File: src/rtl/mtr_drv.sv
// rtl/mtr_drv.sv - dual H-bridge PWM back end with dead time and over-current blanking
//
// Turns the balance controller's 11-bit speed/direction commands into
// period-synchronous PWM gate drives for the left and right wheel bridges.
//
// Ports:
//   clk, rst_n                     clock, asynchronous active-low reset
//   pwr_up                         drive enable, sampled at the period boundary
//   lft_spd/lft_rev                left duty command and direction (1 = reverse)
//   rght_spd/rght_rev              right duty command and direction
//   ovr_i_lft/ovr_i_rght           per-side over-current flags, active-high
//   PWM_fwd_*/PWM_rev_*            registered gate drives per side
//   prd_strt                       one-clock pulse during the cycle cnt == 0
module mtr_drv #(
  parameter int DEAD_TIME = 32
) (
  input  logic        clk,
  input  logic        rst_n,
  input  logic        pwr_up,
  input  logic [10:0] lft_spd,
  input  logic        lft_rev,
  input  logic [10:0] rght_spd,
  input  logic        rght_rev,
  input  logic        ovr_i_lft,
  input  logic        ovr_i_rght,
  output logic        PWM_fwd_lft,
  output logic        PWM_rev_lft,
  output logic        PWM_fwd_rght,
  output logic        PWM_rev_rght,
  output logic        prd_strt
);

  typedef enum logic [1:0] {
    DRV  = 2'd0,
    DEAD = 2'd1,
    FLT  = 2'd2
  } state_e;

  localparam logic [10:0] DEAD_LOAD = 11'(DEAD_TIME - 1);

  // Index 0 is the left side, index 1 the right side.
  logic [1:0][10:0] spd_in;
  logic [1:0]       rev_in;
  logic [1:0]       ovr_in;

  assign spd_in = {rght_spd, lft_spd};
  assign rev_in = {rght_rev, lft_rev};
  assign ovr_in = {ovr_i_rght, ovr_i_lft};

  logic [10:0]      cnt_q, cnt_d;
  logic             prd_strt_q, prd_strt_d;
  logic             bnd;
  state_e [1:0]     state_q, state_d;
  logic [1:0][10:0] spd_sh_q, spd_sh_d;
  logic [1:0]       rev_sh_q, rev_sh_d;
  logic [1:0][10:0] dead_q, dead_d;
  logic [1:0]       fwd_q, fwd_d;
  logic [1:0]       rev_q, rev_d;
  logic [1:0]       flip;
  logic [1:0]       raw;

  always_comb begin
    cnt_d      = cnt_q + 11'd1;
    bnd        = (cnt_q == 11'd2047);
    // Registered so the pulse lands in the cnt == 0 cycle and stays low in reset.
    prd_strt_d = bnd;
    state_d    = state_q;
    spd_sh_d   = spd_sh_q;
    rev_sh_d   = rev_sh_q;
    dead_d     = dead_q;
    fwd_d      = '0;
    rev_d      = '0;
    flip       = '0;
    raw        = '0;

    for (int i = 0; i < 2; i++) begin
      if (bnd) begin
        // Powered down: duty goes to zero but the direction is held, so a
        // later power-up in the same direction does not trigger dead time.
        spd_sh_d[i] = pwr_up ? spd_in[i] : 11'd0;
        if (pwr_up) begin
          rev_sh_d[i] = rev_in[i];
        end
      end
      flip[i] = bnd & (rev_sh_d[i] != rev_sh_q[i]);

      case (state_q[i])
        DRV: begin
          if (ovr_in[i]) begin
            state_d[i] = FLT;
          end else if (flip[i]) begin
            state_d[i] = DEAD;
            dead_d[i]  = DEAD_LOAD;
          end
        end
        DEAD: begin
          if (ovr_in[i]) begin
            state_d[i] = FLT;
          end else if (dead_q[i] == 11'd0) begin
            state_d[i] = DRV;
          end else begin
            dead_d[i] = dead_q[i] - 11'd1;
          end
        end
        FLT: begin
          if (bnd && !ovr_in[i]) begin
            if (flip[i]) begin
              state_d[i] = DEAD;
              dead_d[i]  = DEAD_LOAD;
            end else begin
              state_d[i] = DRV;
            end
          end
        end
        default: state_d[i] = DRV;
      endcase

      // raw is always low at cnt == 2047, so the gate is low in every cnt == 0
      // cycle and a direction change never sees the old gate across the boundary.
      raw[i] = (cnt_q < spd_sh_q[i]);
      // ovr_in masks the gate directly so blanking takes effect on the next clock.
      fwd_d[i] = (state_q[i] == DRV) & ~ovr_in[i] & raw[i] & ~rev_sh_q[i];
      rev_d[i] = (state_q[i] == DRV) & ~ovr_in[i] & raw[i] &  rev_sh_q[i];
    end
  end

  always_ff @(posedge clk or negedge rst_n) begin
    if (!rst_n) begin
      cnt_q      <= '0;
      prd_strt_q <= 1'b0;
      spd_sh_q   <= '0;
      rev_sh_q   <= '0;
      dead_q     <= '0;
      fwd_q      <= '0;
      rev_q      <= '0;
      for (int i = 0; i < 2; i++) begin
        state_q[i] <= DRV;
      end
    end else begin
      cnt_q      <= cnt_d;
      prd_strt_q <= prd_strt_d;
      spd_sh_q   <= spd_sh_d;
      rev_sh_q   <= rev_sh_d;
      dead_q     <= dead_d;
      fwd_q      <= fwd_d;
      rev_q      <= rev_d;
      state_q    <= state_d;
    end
  end

  assign PWM_fwd_lft  = fwd_q[0];
  assign PWM_rev_lft  = rev_q[0];
  assign PWM_fwd_rght = fwd_q[1];
  assign PWM_rev_rght = rev_q[1];
  assign prd_strt     = prd_strt_q;

endmodule

File: config.mk
export PLATFORM = sky130hd
export DESIGN_NAME = mtr_drv
export DESIGN_NICKNAME = d
export VERILOG_FILES = /design/src/rtl/mtr_drv.sv
export SDC_FILE = /design/constraint.sdc
export NUM_CORES = 1
export LEC_CHECK = 0
export CAP_MARGIN = 20
export CELL_PAD_IN_SITES_DETAIL_PLACEMENT = 0
export CELL_PAD_IN_SITES_GLOBAL_PLACEMENT = 1
export CORE_MARGIN = 2
export CORE_UTILIZATION = 44
export DETAILED_ROUTE_END_ITERATION = 6
export PLACE_DENSITY = 0.76
export SETUP_SLACK_MARGIN = 0.5
export SYNTH_ARGS = -nofsm -noshare
export SYNTH_HDL_FRONTEND = slang
export SYNTH_SLANG_ARGS = --single-unit
export TNS_END_PERCENT = 30
File: constraint.sdc
create_clock -name clk -period 2.5 [get_ports clk]
set_input_delay 0.75 -clock clk [delete_from_list [all_inputs] [get_ports clk]]
set_output_delay 0.75 -clock clk [all_outputs]
set_load 0.01 [all_outputs]
-- Word level (Yosys, flattened, before mapping)
Cells that the tools add are included.
- logic and storage cells: 95
- register bits after elaboration: 66
- output and inout port bits: 5
- bits of input ports: 29
- muxes and demuxes: 32
- add/sub/neg operators: 3
- equal/unequal tests: 19
- reduce and logical (&&, ||, !) cells: 14
- bitwise gates (word level): 14
- magnitude comparators: 2
- operators by type and width (operator ; number):
    2-to-1 mux 11 bit ; 12
    one-hot mux 11 bit (3 select lines) ; 2
    zero test 11 bit ; 2
    less-than comparator 11 bit ; 2
    subtractor 11 x 1 -> 11 bit, second input constant ; 2
    2-to-1 mux 2 bit ; 10
    inequality test 2 bit, second input constant ; 8
    inequality test 3 bit, second input constant ; 4
    one-hot mux 2 bit (3 select lines) ; 2
    adder 11 x 1 -> 11 bit, second input constant ; 1
    == test 11 bit, second input constant ; 1
    bitwise AND 1 bit ; 10
    AND reduction 5 bit ; 2
    2-to-1 mux 1 bit ; 6
    AND reduction 3 bit ; 2
    nonzero test 3 bit ; 2
    == test 2 x 1 -> 1 bit, second input constant ; 2
    == test 2 bit, second input constant ; 2
    zero test 2 bit ; 2
    NOT 1 bit ; 4
    logical AND 1 bit ; 2
    zero test 1 bit ; 2
    inequality test 1 bit ; 2

-- Longest topological paths before layout
- depth in word-level cells: 7
- gate-level depth with buffers: 10
- gate-level depth less buffers: 8

-- Worst setup path before layout
No wires, ideal clock.
- path type: register -> register
- start: register cnt_q[1]
- end: register dead_q[10] (netlist bit)
- arrival time: 1899 ps
- buffers on the path: 2
- setup time: 129 ps
- slack: 472 ps
- period minus slack after synthesis: 2028 ps
- required time: 2371 ps
- stages on the path, launching flop included: 10
- path through: dfrtp_1 -> ha_1 -> nand3_1 -> or4_4 -> buf_6 -> clkinv_8 -> a41oi_4 -> buf_6 -> o21ai_0 -> o41ai_1
- cells in the longest elaborated chain, start to end: 7
- elaborated cells between the ends (all ways): 11
- classes of those cells: eq/ne: 3; mux: 5; bitwise: 1; reduce/logical: 2
- ends and longest elaborated chain (what ; line ; source):
    start: declaration ; 50 ; logic [10:0] cnt_q, cnt_d;
    start signal: assignment ; 140 ; cnt_q <= cnt_d;
    == test 11 bit (*) ; 64 ; bnd = (cnt_q == 11'd2047);
    2-to-1 mux 1 bit ; 77 ; if (bnd) begin
    inequality test 1 bit ; 85 ; flip[i] = bnd & (rev_sh_d[i] != rev_sh_q[i]);
    bitwise AND 1 bit ; 85 ;
    2-to-1 mux 11 bit ; - ;
    2-to-1 mux 11 bit, on equally long branches ; - ;
    one-hot mux 11 bit (3 select lines) ; - ;
    end signal: assignment ; 133 ; dead_q <= '0;
    end signal: assignment ; 144 ; dead_q <= dead_d;
    end: declaration ; 56 ; logic [1:0][10:0] dead_q, dead_d;
Mark *: on every way between the ends. The rest lies on a longest branch, timed or not. The select of a mux whose other input is x is not followed.
A chain may end at the register's enable or synchronous reset.

-- Worst setup path after layout
- start: register cnt_q[1]
- end: register dead_q[13] (netlist bit)
The elaborated chain is that of the path after synthesis.

==> impl_metrics.yaml <==
status:
  status: "finished, final reports clean"
global_route:
  antenna_found_initial: 0
  grt_pass1_vias: 2750
  gr-total-overflow: 0
  grt_max_degree: 46
  grt_pass1_wl_um: 12800
  grt_usage: 0.190
placed_design:
  globalplace.congestion: 0.795
  dp_hpwl_um: 5160
  io_buffers: 33
worst_setup_path:
  worst_setup_path_start_kind: "flip-flop"
  required_ns: 2.75
  crit_type: "reg2reg"
  cp-end-kind: "flip-flop"
  critical_path_arrival_ns: 2.22
  worst-path-max-fanout: 5
clock_network:
  cts_tree: "yes"
  clkSlewWorstSetupHoldPaths_ns: 0.07
  clockRootBuffer: "clkbuf_8"
  worstSkewPairLatency_ns: 0.34
  cts_buffers: 9
  clock_path_buffers: 2
  cts-htree-levels: 3
  clkSinkCount: 66
  cts_hold_buf: 0
logic_synthesis:
  synth-seq-cells: 66
  yosysTopAreaCellShare: 0.479
  synth_cell_types: 51
  yosysSeqAreaShare: 0.479
  netlist_area_mm2: 0.00345
  yosys-top-cells-area: "dfrtp_1 (48%), ha_1 (9.1%), o21ai_0 (4.6%)"
  netlist_instances: 348
  yosys_warnings: 0
  postSynthAreaPerCell_um2: 9.90
  yosys.area.top_type: "dfrtp_1"
  synth_enable_flop_cells: 0
  synth_fp_nets: 402
  synth-async-reset-ratio: 1.00
  synthFlopType: "dfrtp_1"
floorplan:
  placement_rows: 32
  initial_core_util: 0.451
  core_area_mm2: 0.00765
  die_h_um: 92.5
  io_pins: 34
  dieArea_mm2: 0.00856
  fp.dieW_um: 92.5
route:
  routed-via-count: 2754
  viasPerCell: 5.38
  routed_wl_um: 7400
  drc_errors: 0
  drt_iter0_markers: 99
  antenna_left: 0
  wl_per_cell_um: 14.4
  drt_first_pass_iters: 4
job:
  cap_violations: 0
power_and_ir_drop:
  irDropWorstVdd_mv: 0.235
  powerDensity_mw_per_mm2: 503
  power_w: 0.00220
  p_leak_nw: 2.02
timing:
  timing.final.crit_share: 0.789
  finalSetupViolations: 0
  finalMaxSlewViolations: 0
  rsz0062_at_grt: "yes"
  relSlewSlack: 0.644
  whs_ns: 0.380
  timing.final.crit_period_ns: 1.97
  setup_tns_ns: 0
  hold_viol_final: 0
  worstMarginPinSlew_ns: 0.534
  clock.fmax_mhz: 507
  fin_skew_ns: 0.00741
finish:
  layout-drive-gt1-share: 0.171
  layout.nets: 459
  synthToLayoutAreaGrowth_pct: 27.0
  n_antenna_cell: 0
  fillers: 688
min_path:
  hold_path_class: "in2async"
==> worst max-delay path: stages (launching register included) <==
cell and delay (ns):
dfrtp_1 0.39, ha_4 0.17, nand3_4 0.06, or4_4 0.57
buf_6 0.16, o21ai_4 0.19, o21ai_4 0.12, o31ai_2 0.23
==> flip-flops by register name (all words and copies together) (netlist names) <==
signal	cells
rev_q	2
rev_sh_q	2
prd_strt	1
spd_sh_q	22
dead_q	22
cnt_q	11
state_q	4
fwd_q	2
==> power by group <==
part	switching, W	internal [W]
Combinational	0.0000567	0.0000602
Clock	0.000404	0.000585
Sequential	0.0000176	0.00108
Total	0.000478	0.00173
==> repair_timing <==
action	4_1_cts	5_1_grt
setup buffers	11	5
pin swaps	3	16
resized for setup	7	23
setup endpoints to repair	41	38
endpoints found under the hold margin	0	0
gates cloned	0	0
==> metrics by stage <==
step | area, um2 | utilization | setup slack (ns) | cells
5_1_grt | 4380 | 0.572 | 0.446 | 512
6_report | 4380 | 0.572 | 0.527 | 512
4_1_cts | 4250 | 0.556 | 0.511 | 507
3_5_place_dp | 3910 | 0.512 | 0.197 | 480
3_3_place_gp | 3910 | 0.512 | 0.217 | 480
2_1_floorplan | 3450 | - | 0.500 | 348
==> Yosys cell counts (3+ instances only) <==
cell type,n
nand2_1,19
o41ai_1,3
xnor2_1,4
nand3_1,26
xor2_1,7
nor4_1,6
dfrtp_1,66
or3_1,4
nor2b_1,5
a31oi_1,8
or4_1,5
o21ai_1,3
o21ai_0,32
o211ai_1,3
a21oi_1,17
nand2b_1,4
clkbuf_1,6
nor3_1,4
nor2_1,27
ha_1,25
inv_1,30
==> area by class of cell <==
class                      instances  area (um2)  share of cell area
multi-input combinational        238        1670               0.381
sequential                        66        1660               0.379
timing repair buffer              57         562               0.128
clock buffer                      11         141              0.0323
inverter                          33         141              0.0323
tap                              102         128              0.0292
clock inverter                     5        77.6              0.0177
==> layout by cell type, fill, tap and decap left out, drive strengths merged, types with 7 or more instances in the layout <==
cell type	synthesis	layout
nor2	27	27
a21oi	18	18
ha	25	25
buf	5	25
a31oi	8	8
nand2	19	19
inv	32	32
clkbuf	6	11
nand3	27	27
o21ai	38	38
clkdlybuf4s50	0	32
dfrtp	66	66
xor2	7	7
==> cells by family after synthesis <==
group	count (synthesis)	synth area share
xor gates and xnor gates	11	0.0280
buffers and inverters	44	0.0577
muxes	2	0.00654
DFF	66	0.479
and+or+nand+nor	106	0.154
adders and majority gates	25	0.0908
AOI/OAI and AO/OA	94	0.184
==> metal layers <==
layer,routed length (um),part of all wire,global-route usage,vias to the layer above
met4,175,0.024,0.0833,0
met5,0,0,0,-
met1,3680,0.50,0.265,1325
li1,-,-,-,1360
met3,264,0.036,0.0334,17
met2,3280,0.44,0.290,52
==> final timing paths <==
| kind | start | end | slack, ns | cells after the start |
|---|---|---|---|---|
| worst max-delay path | cnt_q[1]$_DFF_PN0_ | dead_q[13]$_DFFE_PN0P_ | 0.53 | 7 |
| worst min-delay path | rst_n | spd_sh_q[16]$_DFFE_PN0N_ | 0.38 | 1 |
| worst max register to register | cnt_q[1]$_DFF_PN0_ | dead_q[13]$_DFFE_PN0P_ | 0.53 | 7 |
| worst min register to register | spd_sh_q[0]$_DFFE_PN0N_ | spd_sh_q[0]$_DFFE_PN0N_ | 0.47 | 2 |
| max in group asynchronous | rst_n | cnt_q[4]$_DFF_PN0_ | 1.49 | 2 |
| min in group clk | spd_sh_q[0]$_DFFE_PN0N_ | spd_sh_q[0]$_DFFE_PN0N_ | 0.47 | 2 |
(Power assumes the default switching activity.)
